[config.mk]
export PLATFORM = sky130hd
export DESIGN_NAME = alu_acc_ctrl_flat
export DESIGN_NICKNAME = d
export VERILOG_FILES = /design/src/rtl/alu_acc_ctrl_if.sv /design/src/rtl/alu_acc_ctrl.sv /design/src/flat_wrapper.sv
export SDC_FILE = /design/constraint.sdc
export NUM_CORES = 1
export LEC_CHECK = 0
export CAP_MARGIN = 10
export CORE_UTILIZATION = 36
export CTS_CLUSTER_DIAMETER = 50
export DETAILED_ROUTE_END_ITERATION = 8
export GPL_ROUTABILITY_DRIVEN = 0
export PLACE_DENSITY = 0.87
export SLEW_MARGIN = 20
export SYNTH_ARGS = -nofsm -noshare
export SYNTH_HDL_FRONTEND = slang
export SYNTH_SLANG_ARGS = --single-unit
[constraint.sdc]
create_clock -name clk -period 2 [get_ports clk]
set_clock_uncertainty 0.15 [all_clocks]
set_input_delay 0.4 -clock clk [delete_from_list [all_inputs] [get_ports clk]]
set_output_delay 0.4 -clock clk [all_outputs]
set_load 0.005 [all_outputs]
[src/rtl/alu_acc_ctrl_if.sv]
// Request/result bus of the accumulator sequencer: one operation in, one result out.
// The master drives requests and consumes results; the slave is the sequencer itself.
interface alu_acc_ctrl_if #(
   parameter int N = 3
);
   logic         in_valid;
   logic         in_ready;
   logic [2:0]   in_mode;
   logic [N-1:0] in_operand;
   logic         in_load;
   logic         in_use_cb;
   logic [N-1:0] acc;
   logic         cb_flag;
   logic         res_valid;
   logic         res_ready;

   modport master (
      output in_valid, in_mode, in_operand, in_load, in_use_cb, res_ready,
      input  in_ready, acc, cb_flag, res_valid
   );

   modport slave (
      input  in_valid, in_mode, in_operand, in_load, in_use_cb, res_ready,
      output in_ready, acc, cb_flag, res_valid
   );
endinterface

[src/rtl/alu_acc_ctrl.sv]
// Accumulator/sequencer feeding an external combinational ALU: latches one op,
// lets the ALU settle for one EXEC cycle, writes the result back and holds it until taken.
module alu_acc_ctrl #(
   parameter int N = 3
) (
   input  logic             clk,
   input  logic             rst,
   alu_acc_ctrl_if.slave    bus,
   output logic [N-1:0]     alu_A,
   output logic [N-1:0]     alu_B,
   output logic             alu_CB_in,
   output logic [2:0]       alu_mode,
   input  logic [N-1:0]     alu_res,
   input  logic             alu_CB_out
);

   typedef enum logic [1:0] {IDLE, EXEC, DONE} state_t;

   state_t       state_q, state_d;
   logic [N-1:0] acc_q, acc_d;
   logic         cb_q, cb_d;
   logic [N-1:0] b_q, b_d;
   logic         cbin_q, cbin_d;
   logic [2:0]   mode_q, mode_d;
   logic         arith_mode;

   // ADD/SUB (00x) and INC/DEC (11x) produce a carry/borrow; logic modes leave the flag alone.
   assign arith_mode = (mode_q[2:1] == 2'b00) || (mode_q[2:1] == 2'b11);

   always_comb begin
      state_d = state_q;
      acc_d   = acc_q;
      cb_d    = cb_q;
      b_d     = b_q;
      cbin_d  = cbin_q;
      mode_d  = mode_q;
      case (state_q)
         IDLE: begin
            if (bus.in_valid) begin
               if (bus.in_load) begin
                  acc_d   = bus.in_operand;
                  cb_d    = 1'b0;
                  state_d = DONE;
               end else begin
                  b_d     = bus.in_operand;
                  mode_d  = bus.in_mode;
                  cbin_d  = bus.in_use_cb & cb_q;
                  state_d = EXEC;
               end
            end
         end
         EXEC: begin
            acc_d = alu_res;
            if (arith_mode) begin
               cb_d = alu_CB_out;
            end
            state_d = DONE;
         end
         DONE: begin
            if (bus.res_ready) begin
               state_d = IDLE;
            end
         end
         default: state_d = IDLE;
      endcase
   end

   always_ff @(posedge clk) begin
      if (rst) begin
         state_q <= IDLE;
         acc_q   <= '0;
         cb_q    <= 1'b0;
         b_q     <= '0;
         cbin_q  <= 1'b0;
         mode_q  <= 3'b000;
      end else begin
         state_q <= state_d;
         acc_q   <= acc_d;
         cb_q    <= cb_d;
         b_q     <= b_d;
         cbin_q  <= cbin_d;
         mode_q  <= mode_d;
      end
   end

   assign bus.in_ready  = (state_q == IDLE);
   assign bus.res_valid = (state_q == DONE);
   assign bus.acc       = acc_q;
   assign bus.cb_flag   = cb_q;

   assign alu_A     = acc_q;
   assign alu_B     = b_q;
   assign alu_CB_in = cbin_q;
   assign alu_mode  = mode_q;

endmodule

[src/flat_wrapper.sv]
// flat-port wrapper written by rule: the top's interface ports become plain ports
module alu_acc_ctrl_flat 
#(
   parameter int N = 3
)
  (clk, rst, alu_A, alu_B, alu_CB_in, alu_mode, alu_res, alu_CB_out, bus_in_valid, bus_in_mode, bus_in_operand, bus_in_load, bus_in_use_cb, bus_res_ready, bus_in_ready, bus_acc, bus_cb_flag, bus_res_valid);
  alu_acc_ctrl_if #(.N(N)) bus_i ();
  input  logic clk;
  input  logic rst;
  output logic [N-1:0] alu_A;
  output logic [N-1:0] alu_B;
  output logic alu_CB_in;
  output logic [2:0] alu_mode;
  input  logic [N-1:0] alu_res;
  input  logic alu_CB_out;
  input wire logic [$bits(bus_i.in_valid)-1:0] bus_in_valid;
  input wire logic [$bits(bus_i.in_mode)-1:0] bus_in_mode;
  input wire logic [$bits(bus_i.in_operand)-1:0] bus_in_operand;
  input wire logic [$bits(bus_i.in_load)-1:0] bus_in_load;
  input wire logic [$bits(bus_i.in_use_cb)-1:0] bus_in_use_cb;
  input wire logic [$bits(bus_i.res_ready)-1:0] bus_res_ready;
  output wire logic [$bits(bus_i.in_ready)-1:0] bus_in_ready;
  output wire logic [$bits(bus_i.acc)-1:0] bus_acc;
  output wire logic [$bits(bus_i.cb_flag)-1:0] bus_cb_flag;
  output wire logic [$bits(bus_i.res_valid)-1:0] bus_res_valid;
  assign bus_i.in_valid = bus_in_valid;
  assign bus_i.in_mode = bus_in_mode;
  assign bus_i.in_operand = bus_in_operand;
  assign bus_i.in_load = bus_in_load;
  assign bus_i.in_use_cb = bus_in_use_cb;
  assign bus_i.res_ready = bus_res_ready;
  assign bus_in_ready = bus_i.in_ready;
  assign bus_acc = bus_i.acc;
  assign bus_cb_flag = bus_i.cb_flag;
  assign bus_res_valid = bus_i.res_valid;
  alu_acc_ctrl #(.N(N)) u_core (.clk(clk), .rst(rst), .bus(bus_i), .alu_A(alu_A), .alu_B(alu_B), .alu_CB_in(alu_CB_in), .alu_mode(alu_mode), .alu_res(alu_res), .alu_CB_out(alu_CB_out));
endmodule
---- After elaboration in Yosys (flattened, before gate mapping) ----
Index checks and enable logic that the tools add are counted.
word-level totals
  memory bits (writable) .................. 0
  bits in read-only memories .............. 0
  flip-flop bits (word level) ............. 13
  bits in latches ......................... 0
  memories kept ........................... 0
  logic and storage cells ................. 34
cells by class
  equal/unequal tests ..................... 7
  add/subtract/negate cells ............... 0
  divide/modulo/power cells ............... 0
  $mul .................................... 0
  mux-type cells .......................... 11
  bitwise gates (word level) .............. 2
  shifts and indexed selects .............. 0
  $lt $le $gt $ge ......................... 0
  reductions and logical operators ........ 8
operators by type and width
  operator            number
  $mux 2              3
  $mux 3              2
  $ne 2x2->1 const B  3
  $pmux 2 s3          1
  $pmux 3 s2          1
  $reduce_and 3->1    2
  $eq 2x2->1 const B  2
  $logic_not 2->1     2
  $reduce_and 4->1    1
  $mux 1              3
  $eq 2x1->1 const B  1
  $ne 2x1->1 const B  1
  $pmux 1 s2          1
  $reduce_and 2->1    1
  $reduce_bool 2->1   1
  $and 1x1->1         1
  $logic_or 1x1->1    1
  $not 1->1           1

---- Longest topological paths before layout ----
  word-level depth ........................ 4
  mapped depth ............................ 4
  mapped depth without buffers ............ 3

---- Least setup slack after synthesis ----
OpenSTA, ideal clock, no wires.
  path kind ............................... input to register
  from .................................... in bus_in_load
  to ...................................... reg u_core.b_q[0], in the netlist u_core.alu_B[0]
  path buffers ............................ 1
  path slack .............................. 0.599 ns
  stages on the path ...................... 4
  arrival time ............................ 1.118 ns
  path through ............................ or4b_1 > buf_2 > nand2_1 > a21oi_1
between the ends
  cells in the longest elaborated chain, start to end .. 2
ends and longest elaborated chain
  item                        line                RTL
  start, declared             flat_wrapper.sv:19  input wire logic [$bits(bus_i.in_load)-1:0] bus_in_load;
  $not 1->1 (no line)         --
  $reduce_and 3->1 (no line)  --
  end signal, assigned        alu_acc_ctrl.sv:73  b_q <= '0;
  end signal, assigned        alu_acc_ctrl.sv:80  b_q <= b_d;
  end, declared               alu_acc_ctrl.sv:22  logic [N-1:0] b_q, b_d;
No other way between the ends.
A chain may end at the register's enable or synchronous reset.

---- Worst setup path in the final report ----
  from .................................... reg u_core.state_q[1]
  to ...................................... out bus_res_valid
between the ends
  cells in the longest elaborated chain, start to end .. 1
ends and longest elaborated chain
  item                    line                RTL
  start, declared         alu_acc_ctrl.sv:19  state_t state_q, state_d;
  start signal, assigned  alu_acc_ctrl.sv:77  state_q <= state_d;
  $eq 2x2->1              alu_acc_ctrl.sv:87  assign bus.res_valid = (state_q == DONE);
  end, declared           flat_wrapper.sv:25  output wire logic [$bits(bus_i.res_valid)-1:0] bus_res_valid;
No other way between the ends.

==> reports/metrics.csv <==
stage;metric;value;unit
setup_path;Largest stage delay, worst path;500;ps
setup_path;cell breakdown of the critical path;nor2b_2 -> clkdlybuf4s50_1;
placement;DP HPWL;1030;µm
outcome;status;finished, final reports clean;
setup_path;CP endpoint kind;primary output;
timing;Worst-Margin Slew;448;ps
setup_path;CP top delay family;buffers and inverters;
detailed_routing;vias per std cell;4.98;
setup_path;Setup CP Type;flip-flop to primary output;
yosys;ys async rst share;0;
yosys;Most used DFF post-synth;dfxtp_1;
yosys;YS warnings;0;
floorplanning;Die Wd;41.8;µm
timing;Worst slew margin;0.700;
timing;final setup TNS;0;ps
yosys;EDFF count, synth;0;
global_routing;initial antenna violation count;0;
clock_network;# clock sinks;13;
cells_and_area;layout cell share with drive strength beyond 1;0.0928;
timing;Final Hold Viols;0;
setup_path;CP Max Fanout;8;
placement;port bufs;31;
cells_and_area;multi-input logic area;274;µm²
floorplanning;initial core utilization;0.383;
detailed_routing;DR WL/cell;11.7;µm
yosys;Post-Syn Nets;81;
global_routing;number of global-route vias before repair;513;
detailed_routing;via count;563;
yosys;post-synthesis cell type count;20;
timing;Tcrit/Tclk final;0.944;
cells_and_area;area grow syn2layout;60.3;%
pwr;Leak;0.000339;µW
floorplanning;row cnt;14;
yosys;Yosys top cell area share;0.456;
setup_path;WP data arrival;1340;ps
setup_path;WP data required;1450;ps
cells_and_area;number of nets in the layout;114;
yosys;Post-Synthesis Cells;65;
detailed_routing;DRC viols;0;
detailed_routing;initial detailed-routing violation count;12;
clock_network;post_cts resized;0;
detailed_routing;Detailed Routing Iterations Pass 1;4;
yosys;Mapped Area;571;µm²
global_routing;grt ovf;0;
yosys;Yosys top cell by area;dfxtp_1;
global_routing;largest net degree at the start of global routing;15;
clock_network;Clock Path Buffers;2;
setup_path;startpoint types;flip-flop;
cells_and_area;register area;262;µm²
timing;final hold slack;318;ps
flow_run;maxcap violations;0;
timing;Max Freq;530;MHz
floorplanning;Die ar.;1750;µm²
global_routing;GRT Resource Usage Total;0.163;
floorplanning;I/O Pins;32;
pwr;Worst IR Drop VDD;0.401;mV
detailed_routing;Routed Antenna Nets;0;
timing;Final WS setup;113;ps
setup_path;Slowest cell on crit path;clkdlybuf4s50_1;
clock_network;CTS Buf Count;3;
clock_network;Reg clk slew, reported paths;80;ps
floorplanning;Die Y;41.8;µm
clock_network;CTS tree;yes;
clock_network;Skew-Pair Late Insertion Delay;270;ps
yosys;synth top area cells;dfxtp_1 46%, nand2_1 8.6%, a21oi_1 7.0%, mux2i_1 5.3%, buf_4 5.3%;
timing;final setup fails;0;
timing;RSZ-0062 raised after global routing;no;
worst_hold_path;worst min path class;flip-flop to flip-flop;
clock_network;clock root cell;clkbuf_4;
floorplanning;core area;1490;µm²
cells_and_area;fill cell count;121;
setup_path;worst path bufs/invs;1;
yosys;Mean Syn Cell Area;8.78;µm²
detailed_routing;final wirelength;1320;µm
global_routing;first-pass GRT wire length;2170;µm
clock_network;Max H-tree Level;1;
clock_network;Post-CTS Setup Bufs;0;
yosys;synthesis-stage register bit count;13;
placement;setup slack at placement;57.8;ps
yosys;register area share after synthesis;0.456;
yosys;Commonest cells post-synth;13 x dfxtp_1, 13 x nand2_1, 8 x a21oi_1;
cells_and_area;ANT cells;0;
pwr;Pwr Density;630;nW/µm²
clock_network;# hold bufs at CTS;0;
timing;Tmin final;1890;ps
timing;fin. max-slew vios;0;
-- worst reg2reg max path: stages (launching register included) --
cell	delay [ps]
dfxtp_1	380
or4b_1	670
nand2_1	120
a21oi_1	70
-- placed cells by master (no fill, tap or decap), types with 2 or more instances in the layout --
| cell type | n |
|---|---|
| a221oi_1 | 3 |
| nand2_1 | 13 |
| dfxtp_1 | 12 |
| a21oi_1 | 8 |
| clkbuf_4 | 3 |
| clkdlybuf4s50_1 | 31 |
| buf_4 | 3 |
| nand3b_1 | 2 |
| mux2i_1 | 3 |
| nor2_1 | 6 |
-- sequential cells by signal, indices dropped and copies added (netlist names) --
register / count
u_core.alu_B: 3
u_core.state_q: 2
u_core.alu_CB_in: 1
u_core.alu_A: 3
u_core.bus.cb_flag: 1
u_core.alu_mode: 3
-- final timing paths --
path	start	end	slack [ps]	cells past startpoint
worst max-delay path	u_core.state_q[1]	bus_res_valid	110	2
worst min-delay path	u_core.alu_B[1]	u_core.alu_B[1]	320	2
worst max register to register	u_core.state_q[0]	u_core.alu_CB_in	480	3
worst min register to register	u_core.alu_B[1]	u_core.alu_B[1]	320	2
-- kinds of logic after synthesis --
family,synth area share
AO/OA/AOI/OAI,0.158
flip-flops,0.456
buffers and inverters,0.0680
multiplexers,0.0526
AND/OR/NAND/NOR,0.250
XOR/XNOR,0.0154
-- routing by layer --
metal	track usage	up-vias	part of all wire
met5	0	-	0
met2	0.269	25	0.48
li1	-	286	-
met3	0.0783	2	0.076
met1	0.191	250	0.43
met4	0.0387	0	0.0053
-- layout make-up --
class	count	area share
Multi-Input combinational cell	46	0.300
Clock buffer	4	0.0287
Sequential cell	13	0.286
Timing Repair Buffer	34	0.364
Tap cell	16	0.0219
-- stage by stage --
step                      cells  power (µW)  area, µm²   util
after detailed placement    109         419        885  0.594
after global routing        113         608        915  0.614
after floorplan              65         343        571      -
after global placement      109         416        885  0.594
after CTS                   113         578        911  0.612
final                       113         576        915  0.614
-- power by group --
| part | total, µW | switching, µW | internal, µW |
|---|---|---|---|
| Sequential | 286 | 12.5 | 274 |
| Clock | 162 | 85.2 | 77.2 |
| Combinational | 127 | 42.8 | 84.3 |
No activity file was read; power rests on OpenSTA's default activity.
